`config.mk`:
```
export PLATFORM = sky130hd
export DESIGN_NAME = no_grn_node_mc_flat
export DESIGN_NICKNAME = d
export VERILOG_FILES = /design/src/rtl/no_grn_node_mc_if.sv /design/src/rtl/no_grn_node_mc.sv /design/src/flat_wrapper.sv
export SDC_FILE = /design/constraint.sdc
export NUM_CORES = 1
export LEC_CHECK = 0
export ABC_CLOCK_PERIOD_IN_PS = 2050
export BUFFER_PORTS_ARGS = -buffer_cell sky130_fd_sc_hd__buf_2
export CORE_MARGIN = 2
export CORE_UTILIZATION = 40
export DETAILED_ROUTE_END_ITERATION = 7
export SYNTH_ARGS = -nofsm -noshare
export SYNTH_HDL_FRONTEND = slang
export SYNTH_SLANG_ARGS = --single-unit
```
`constraint.sdc`:
```
create_clock -name clk -period 2.05 [get_ports clk]
set_clock_uncertainty 0.05 [all_clocks]
set_input_delay 0.205 -clock clk [delete_from_list [all_inputs] [get_ports clk]]
set_output_delay 0.205 -clock clk [all_outputs]
set_load 0.01 [all_outputs]
```
`src/rtl/no_grn_node_mc_if.sv`:
```
// Handshake/bus bundle for the multi-channel GRN node.
// The transition-count output exists only when NO_GRN_TRANS_CNT_EN is defined.
interface no_grn_node_mc_if #(
    parameter int NUM_CH  = 2,
    parameter int STATE_W = 1,
    parameter int DIV_W   = 4,
    parameter int STAB_W  = 8,
    parameter int TC_W    = 16
);
    logic                              reset_nos;
    logic [STATE_W-1:0]                init_state;
    logic [NUM_CH-1:0]                 start;
    logic [NUM_CH-1:0][DIV_W-1:0]      div_cfg;
    logic [STAB_W-1:0]                 stab_thr;
    logic [NUM_CH-1:0][STATE_W-1:0]    next_in;
    logic [NUM_CH-1:0][STATE_W-1:0]    state;
    logic [NUM_CH-1:0]                 upd_pulse;
    logic [NUM_CH-1:0]                 changed;
    logic [NUM_CH-1:0]                 stable;
`ifdef NO_GRN_TRANS_CNT_EN
    logic [NUM_CH-1:0][TC_W-1:0]       trans_cnt;

    modport master (
        output reset_nos, init_state, start, div_cfg, stab_thr, next_in,
        input  state, upd_pulse, changed, stable, trans_cnt
    );
    modport slave (
        input  reset_nos, init_state, start, div_cfg, stab_thr, next_in,
        output state, upd_pulse, changed, stable, trans_cnt
    );
`else
    modport master (
        output reset_nos, init_state, start, div_cfg, stab_thr, next_in,
        input  state, upd_pulse, changed, stable
    );
    modport slave (
        input  reset_nos, init_state, start, div_cfg, stab_thr, next_in,
        output state, upd_pulse, changed, stable
    );
`endif
endinterface

```
`src/rtl/no_grn_node_mc.sv`:
```
// Multi-channel GRN node: per-channel state slot with divided update strobe,
// change flag and stability detector. NO_GRN_TRANS_CNT_EN adds a transition counter.
module no_grn_node_mc_ch #(
    parameter int STATE_W = 1,
    parameter int DIV_W   = 4,
    parameter int STAB_W  = 8,
    parameter int TC_W    = 16
) (
    input  logic               clk,
    input  logic               rst,
    input  logic               reset_nos_i,
    input  logic [STATE_W-1:0] init_state_i,
    input  logic               start_i,
    input  logic [DIV_W-1:0]   div_cfg_i,
    input  logic [STAB_W-1:0]  stab_thr_i,
    input  logic [STATE_W-1:0] next_in_i,
`ifdef NO_GRN_TRANS_CNT_EN
    output logic [TC_W-1:0]    trans_cnt_o,
`endif
    output logic [STATE_W-1:0] state_o,
    output logic               upd_pulse_o,
    output logic               changed_o,
    output logic               stable_o
);
    logic [STATE_W-1:0] state_q, state_d;
    logic [DIV_W-1:0]   cnt_q, cnt_d;
    logic [STAB_W-1:0]  stab_q, stab_d;
    logic               upd_q, upd_d;
    logic               chg_q, chg_d;
    logic               diff;
`ifdef NO_GRN_TRANS_CNT_EN
    logic [TC_W-1:0]    tc_q, tc_d;
`endif

    assign diff = (next_in_i != state_q);

    always_comb begin
        state_d = state_q;
        cnt_d   = cnt_q;
        stab_d  = stab_q;
        chg_d   = chg_q;
        upd_d   = 1'b0;
`ifdef NO_GRN_TRANS_CNT_EN
        tc_d    = tc_q;
`endif
        if (reset_nos_i) begin
            state_d = init_state_i;
            cnt_d   = '0;
            stab_d  = '0;
            chg_d   = 1'b0;
`ifdef NO_GRN_TRANS_CNT_EN
            tc_d    = '0;
`endif
        end else if (start_i) begin
            if (cnt_q == '0) begin
                // Reload from the live div_cfg; a mid-count change only lands here.
                state_d = next_in_i;
                cnt_d   = div_cfg_i;
                upd_d   = 1'b1;
                chg_d   = diff;
                if (diff) begin
                    stab_d = '0;
`ifdef NO_GRN_TRANS_CNT_EN
                    tc_d   = (&tc_q) ? tc_q : tc_q + 1'b1;
`endif
                end else begin
                    stab_d = (&stab_q) ? stab_q : stab_q + 1'b1;
                end
            end else begin
                cnt_d = cnt_q - 1'b1;
            end
        end
    end

    always_ff @(posedge clk or negedge rst) begin
        if (!rst) begin
            state_q <= '0;
            cnt_q   <= '0;
            stab_q  <= '0;
            upd_q   <= 1'b0;
            chg_q   <= 1'b0;
`ifdef NO_GRN_TRANS_CNT_EN
            tc_q    <= '0;
`endif
        end else begin
            state_q <= state_d;
            cnt_q   <= cnt_d;
            stab_q  <= stab_d;
            upd_q   <= upd_d;
            chg_q   <= chg_d;
`ifdef NO_GRN_TRANS_CNT_EN
            tc_q    <= tc_d;
`endif
        end
    end

    assign state_o     = state_q;
    assign upd_pulse_o = upd_q;
    assign changed_o   = chg_q;
    // Threshold is compared live so the controller can retune it on the fly.
    assign stable_o    = (stab_thr_i != '0) && (stab_q >= stab_thr_i);
`ifdef NO_GRN_TRANS_CNT_EN
    assign trans_cnt_o = tc_q;
`endif
endmodule

module no_grn_node_mc #(
    parameter int NUM_CH  = 2,
    parameter int STATE_W = 1,
    parameter int DIV_W   = 4,
    parameter int STAB_W  = 8,
    parameter int TC_W    = 16
) (
    input  logic           clk,
    input  logic           rst,
    no_grn_node_mc_if.slave bus
);
    for (genvar c = 0; c < NUM_CH; c++) begin : g_ch
        no_grn_node_mc_ch #(
            .STATE_W (STATE_W),
            .DIV_W   (DIV_W),
            .STAB_W  (STAB_W),
            .TC_W    (TC_W)
        ) u_ch (
            .clk          (clk),
            .rst          (rst),
            .reset_nos_i  (bus.reset_nos),
            .init_state_i (bus.init_state),
            .start_i      (bus.start[c]),
            .div_cfg_i    (bus.div_cfg[c]),
            .stab_thr_i   (bus.stab_thr),
            .next_in_i    (bus.next_in[c]),
`ifdef NO_GRN_TRANS_CNT_EN
            .trans_cnt_o  (bus.trans_cnt[c]),
`endif
            .state_o      (bus.state[c]),
            .upd_pulse_o  (bus.upd_pulse[c]),
            .changed_o    (bus.changed[c]),
            .stable_o     (bus.stable[c])
        );
    end
endmodule

```
`src/flat_wrapper.sv`:
```
// flat-port wrapper written by rule: the top's interface ports become plain ports
module no_grn_node_mc_flat 
#(
    parameter int NUM_CH  = 2,
    parameter int STATE_W = 1,
    parameter int DIV_W   = 4,
    parameter int STAB_W  = 8,
    parameter int TC_W    = 16
)
  (clk, rst, bus_reset_nos, bus_init_state, bus_start, bus_div_cfg, bus_stab_thr, bus_next_in, bus_state, bus_upd_pulse, bus_changed, bus_stable);
  no_grn_node_mc_if #(.NUM_CH(NUM_CH), .STATE_W(STATE_W), .DIV_W(DIV_W), .STAB_W(STAB_W), .TC_W(TC_W)) bus_i ();
  input  logic clk;
  input  logic rst;
  input wire logic [$bits(bus_i.reset_nos)-1:0] bus_reset_nos;
  input wire logic [$bits(bus_i.init_state)-1:0] bus_init_state;
  input wire logic [$bits(bus_i.start)-1:0] bus_start;
  input wire logic [$bits(bus_i.div_cfg)-1:0] bus_div_cfg;
  input wire logic [$bits(bus_i.stab_thr)-1:0] bus_stab_thr;
  input wire logic [$bits(bus_i.next_in)-1:0] bus_next_in;
  output wire logic [$bits(bus_i.state)-1:0] bus_state;
  output wire logic [$bits(bus_i.upd_pulse)-1:0] bus_upd_pulse;
  output wire logic [$bits(bus_i.changed)-1:0] bus_changed;
  output wire logic [$bits(bus_i.stable)-1:0] bus_stable;
  assign bus_i.reset_nos = bus_reset_nos;
  assign bus_i.init_state = bus_init_state;
  assign bus_i.start = bus_start;
  assign bus_i.div_cfg = bus_div_cfg;
  assign bus_i.stab_thr = bus_stab_thr;
  assign bus_i.next_in = bus_next_in;
  assign bus_state = bus_i.state;
  assign bus_upd_pulse = bus_i.upd_pulse;
  assign bus_changed = bus_i.changed;
  assign bus_stable = bus_i.stable;
  no_grn_node_mc #(.NUM_CH(NUM_CH), .STATE_W(STATE_W), .DIV_W(DIV_W), .STAB_W(STAB_W), .TC_W(TC_W)) u_core (.clk(clk), .rst(rst), .bus(bus_i));
endmodule
```
==> summary.log <==
INFO  timing         timing.max_slew.rel_slack=0.5499
INFO  critical_path  worst_setup_path_startpoint=u_core.g_ch[0].u_ch.stab_q[1]
INFO  timing         hold_slack=138.3ps
INFO  power_and_ir_drop worst_ir_drop_vdd=0.3687mV
INFO  drt            route.vias.total=1,814
INFO  cells_and_area mostFrequentLayoutCells=31 x sky130_fd_sc_hd__buf_2, 29 x sky130_fd_sc_hd__dfrtp_1, 22 x sky130_fd_sc_hd__ha_1
INFO  global_routing routing_usage_on_met1=0.2203
INFO  floorplanning  placeableCoreArea=5140squm
INFO  global_routing grt_busiest_layer=met2
INFO  critical_path  critical_path.max_fanout=5
INFO  synthesis      synth_edf_count=0
INFO  status         outcome=complete, but fails checks
INFO  drt            postRouteWirelength=4.652mm
INFO  cells_and_area post_layout_nonfiller_instances=342
INFO  timing         achievable-frequency=483.7MHz
INFO  power_and_ir_drop clock_power_share=0.295
INFO  power_and_ir_drop power_report.internal_total=0.001161W
INFO  timing         fin_ws=-17.47ps
INFO  global_routing grt_first_pass_wirelength=7.852mm
INFO  drt            drtPass1Iterations=4
INFO  placed_design  buffer_ports.inserted=31
INFO  timing         setup_viol=2
INFO  synthesis      synth.ff_latch_count=30
INFO  synthesis      synth.area.mux_share=0.04994
INFO  cells_and_area antenna_cells=0
INFO  synthesis      post-synth-top-area-cell=sky130_fd_sc_hd__dfrtp_1
INFO  synthesis      synthesis.yosys.warnings=0
INFO  synthesis      synth.yosys.seq_area_share=0.3484
INFO  clock_network  clk-insertion-delay-late=280ps
INFO  timing         tightest_slew=675.1ps
INFO  cells_and_area postLayoutCoreUtil=0.4978
INFO  drt            drtIter0Drc=82
INFO  synthesis      synthAdderAreaFrac=0.1278
INFO  timing         final_hold_viol_count=0
INFO  drt            wl_per_cell=13.60um
INFO  floorplanning  placementRows=26
INFO  critical_path  rrSetupSlack=140ps
INFO  floorplanning  die_area=5989squm
INFO  drt            avgViaCountPerCell=5.304
INFO  min_path       hp-start=bus_init_state
INFO  run            drv.max_cap_violation_count=0
INFO  critical_path  critical_path.reg2reg.startpoint=u_core.g_ch[1].u_ch.cnt_q[0]
INFO  cells_and_area finalNetCount=317
INFO  power_and_ir_drop share_seq_of_total_power=0.406
INFO  synthesis      yosys_most_used_dff=sky130_fd_sc_hd__dfrtp_1
INFO  timing         fin_crit_sh=1.009
INFO  critical_path  critPathKind=register to output pin
INFO  clock_network  cts.htree.levels=2
INFO  cells_and_area post_route_cells_drive_above_1_share=0.2647
INFO  floorplanning  floorplan.die.width=77.39um
INFO  global_routing grt_max_degree=31
INFO  global_routing antenna_violations_before_repair=0
INFO  power_and_ir_drop leakagePower=1.258nW
INFO  synthesis      yosysUniqueCellTypes=50
INFO  floorplanning  initial_utilization=0.4192
INFO  placed_design  gp_congestion=0.8328
INFO  drt            route.detailed.drc=0
INFO  global_routing overflow=0
INFO  global_routing grt_use_met2=0.2609
INFO  timing         setup_repair_after_global_routing_missed_its_margin=true
INFO  timing         slew_viol_final=0
INFO  cells_and_area layout_area_growth_over_synthesis=18.76%
INFO  status         violations=setup timing
INFO  floorplanning  dieHeight=77.39um
INFO  drt            drt.antenna.violating_nets=0
INFO  synthesis      synth_top_family_by_area=compound AO/OA/AOI/OAI gates
INFO  cells_and_area fillerInstances=513
INFO  synthesis      synth.net_count=279
INFO  critical_path  worst_setup_path_start_kind=register
INFO  global_routing global_route.usage.met3=0.03721
INFO  synthesis      compound_gate_fraction_of_synth_area=0.2149
INFO  clock_network  cts.sink_count=30
INFO  synthesis      synthXorXnorAreaFrac=0.008130
INFO  critical_path  arrival=1810ps
INFO  synthesis      synthArstFlopShare=1.000
INFO  min_path       hold_path.class=primary input to register
INFO  synthesis      syn-mean-instance-area=9.247squm
INFO  clock_network  ctsLongestPathBuffers=2
INFO  synthesis      yosys.area_share.simple=0.1783
INFO  power_and_ir_drop power.switching=0.0005094W
INFO  critical_path  setup.worst_path.end_class=output pin
INFO  clock_network  clock_tree_root_driver_cell=sky130_fd_sc_hd__clkbuf_8
INFO  placed_design  place.detailed.hpwl=3.491mm
INFO  global_routing gr-usage-all-layers=0.1636
INFO  floorplanning  ioPinCount=32
INFO  clock_network  cts.reportedPaths.clkPinSlew=70ps
INFO  power_and_ir_drop power.combinational.fraction=0.299
INFO  critical_path  cp_data_required_time=1790ps
INFO  placed_design  placed_cells=330
INFO  synthesis      netlist_area_before_placement=2155squm
INFO  synthesis      synth_top_area_share=0.3484
INFO  power_and_ir_drop swShare=0.3049
INFO  power_and_ir_drop powerDensity=652.9nW/um^2
INFO  synthesis      yosys-top-cells-area=sky130_fd_sc_hd__dfrtp_1 35%, sky130_fd_sc_hd__ha_1 13%, sky130_fd_sc_hd__a21oi_1 4.9%
INFO  clock_network  cts_tree=done
INFO  global_routing first_global_vias=1,700
INFO  clock_network  numCtsBuffers=5
INFO  cells_and_area layout_commonest_cell=sky130_fd_sc_hd__buf_2
INFO  synthesis      syn-instance-count=233
INFO  timing         final.min_clock_period=2067ps
power groups by stage:
| stage | logic (W) | registers (W) | clock network (W) |
|---|---|---|---|
| 3_3_place_gp | 0.000435 | 0.000693 | 0 |
| 6_report | 0.000500 | 0.000678 | 0.000493 |
| 3_5_place_dp | 0.000439 | 0.000694 | 0 |
| 5_1_grt | 0.000561 | 0.000685 | 0.000535 |
| 4_1_cts | 0.000494 | 0.000678 | 0.000502 |
| 2_1_floorplan | 0.000323 | 0.000686 | 0 |
flip-flops by register name, summed over array words and instances (netlist names):
signal / flops
u_core.g_ch.u_ch.stab_q: 16
u_core.g_ch.u_ch.changed_o: 2
u_core.g_ch.u_ch.state_o: 2
u_core.g_ch.u_ch.cnt_q: 8
u_core.g_ch.u_ch.upd_pulse_o: 2
critical path, cell delays in order, from the launching register on:
cell	delay, ps
sky130_fd_sc_hd__dfrtp_1	430
sky130_fd_sc_hd__ha_1	340
sky130_fd_sc_hd__a2111oi_4	350
sky130_fd_sc_hd__o211ai_1	120
sky130_fd_sc_hd__and3_1	170
sky130_fd_sc_hd__buf_2	130
Yosys cell counts, types with 3 or more instances:
master	instances
sky130_fd_sc_hd__a211oi_1	3
sky130_fd_sc_hd__a21o_1	3
sky130_fd_sc_hd__a21oi_1	21
sky130_fd_sc_hd__a311oi_1	4
sky130_fd_sc_hd__a41oi_1	4
sky130_fd_sc_hd__and3_1	7
sky130_fd_sc_hd__buf_4	9
sky130_fd_sc_hd__dfrtp_1	30
sky130_fd_sc_hd__ha_1	22
sky130_fd_sc_hd__inv_1	19
sky130_fd_sc_hd__mux2_2	6
sky130_fd_sc_hd__mux2i_1	4
sky130_fd_sc_hd__nand2_1	13
sky130_fd_sc_hd__nand2b_1	4
sky130_fd_sc_hd__nand3_1	6
sky130_fd_sc_hd__nand4_1	3
sky130_fd_sc_hd__nor2_1	18
sky130_fd_sc_hd__nor3_1	3
sky130_fd_sc_hd__nor3b_1	3
sky130_fd_sc_hd__nor4_1	3
sky130_fd_sc_hd__o21ai_0	8
path summary, 6_finish.rpt:
kind / to / depth (start not counted)
max in group asynchronous: u_core.g_ch[1].u_ch.stab_q[2] / 2
setup reg to reg: u_core.g_ch[1].u_ch.stab_q[0] / 6
hold reg to reg: u_core.g_ch[1].u_ch.cnt_q[2] / 1
hold / removal: u_core.g_ch[0].u_ch.state_o / 3
setup / recovery: bus_stable[0] / 5
min in group asynchronous: u_core.g_ch[1].u_ch.stab_q[4] / 2
final cells by class:
class | count | area (sq um) | share of cell area
clock buffer | 7 | 86.33 | 0.03374
clock inverter | 1 | 5.005 | 0.001956
inverter | 19 | 71.32 | 0.02787
multi-input combinational | 171 | 1301 | 0.5086
sequential | 30 | 752.0 | 0.2939
tap | 70 | 87.58 | 0.03423
timing repair buffer | 44 | 255.2 | 0.09976
per-stage QoR:
stage	cell area, sq um	total power [W]	setup TNS [ps]	setup WS (ps)
after global placement	2380	0.001128	0	111.8
final	2559	0.001671	-29.86	-17.47
after global routing	2559	0.001782	-207.9	-104.8
after floorplan	2155	0.001009	0	176.6
after detailed placement	2380	0.001133	0	112.8
after CTS	2544	0.001674	0	0.3648
cells by family (layout without fill, tap and decap cells):
logic type,count (synthesis),count (layout)
adder cells (fa/ha/maj),22,22
buffers and inverters,32,71
flip-flops,30,30
AO/OA/AOI/OAI,66,66
XOR/XNOR,2,2
multiplexers,10,10
AND/OR/NAND/NOR,71,71
what timing repair did:
action,CTS,global route
resized for setup,7,3
hold buffers,1,0
pin swaps,4,0
hold endpoints to repair,30,0
endpoints found under the setup margin,2,4
cloned,0,0
buffers inserted,3,0
metal layers:
layer | up-vias | routed length (um)
li1 | 928 | -
met1 | 840 | 2281
met2 | 36 | 2146
met3 | 10 | 163
met4 | 0 | 61
met5 | - | 0
Power figures use the tool's default switching activity.
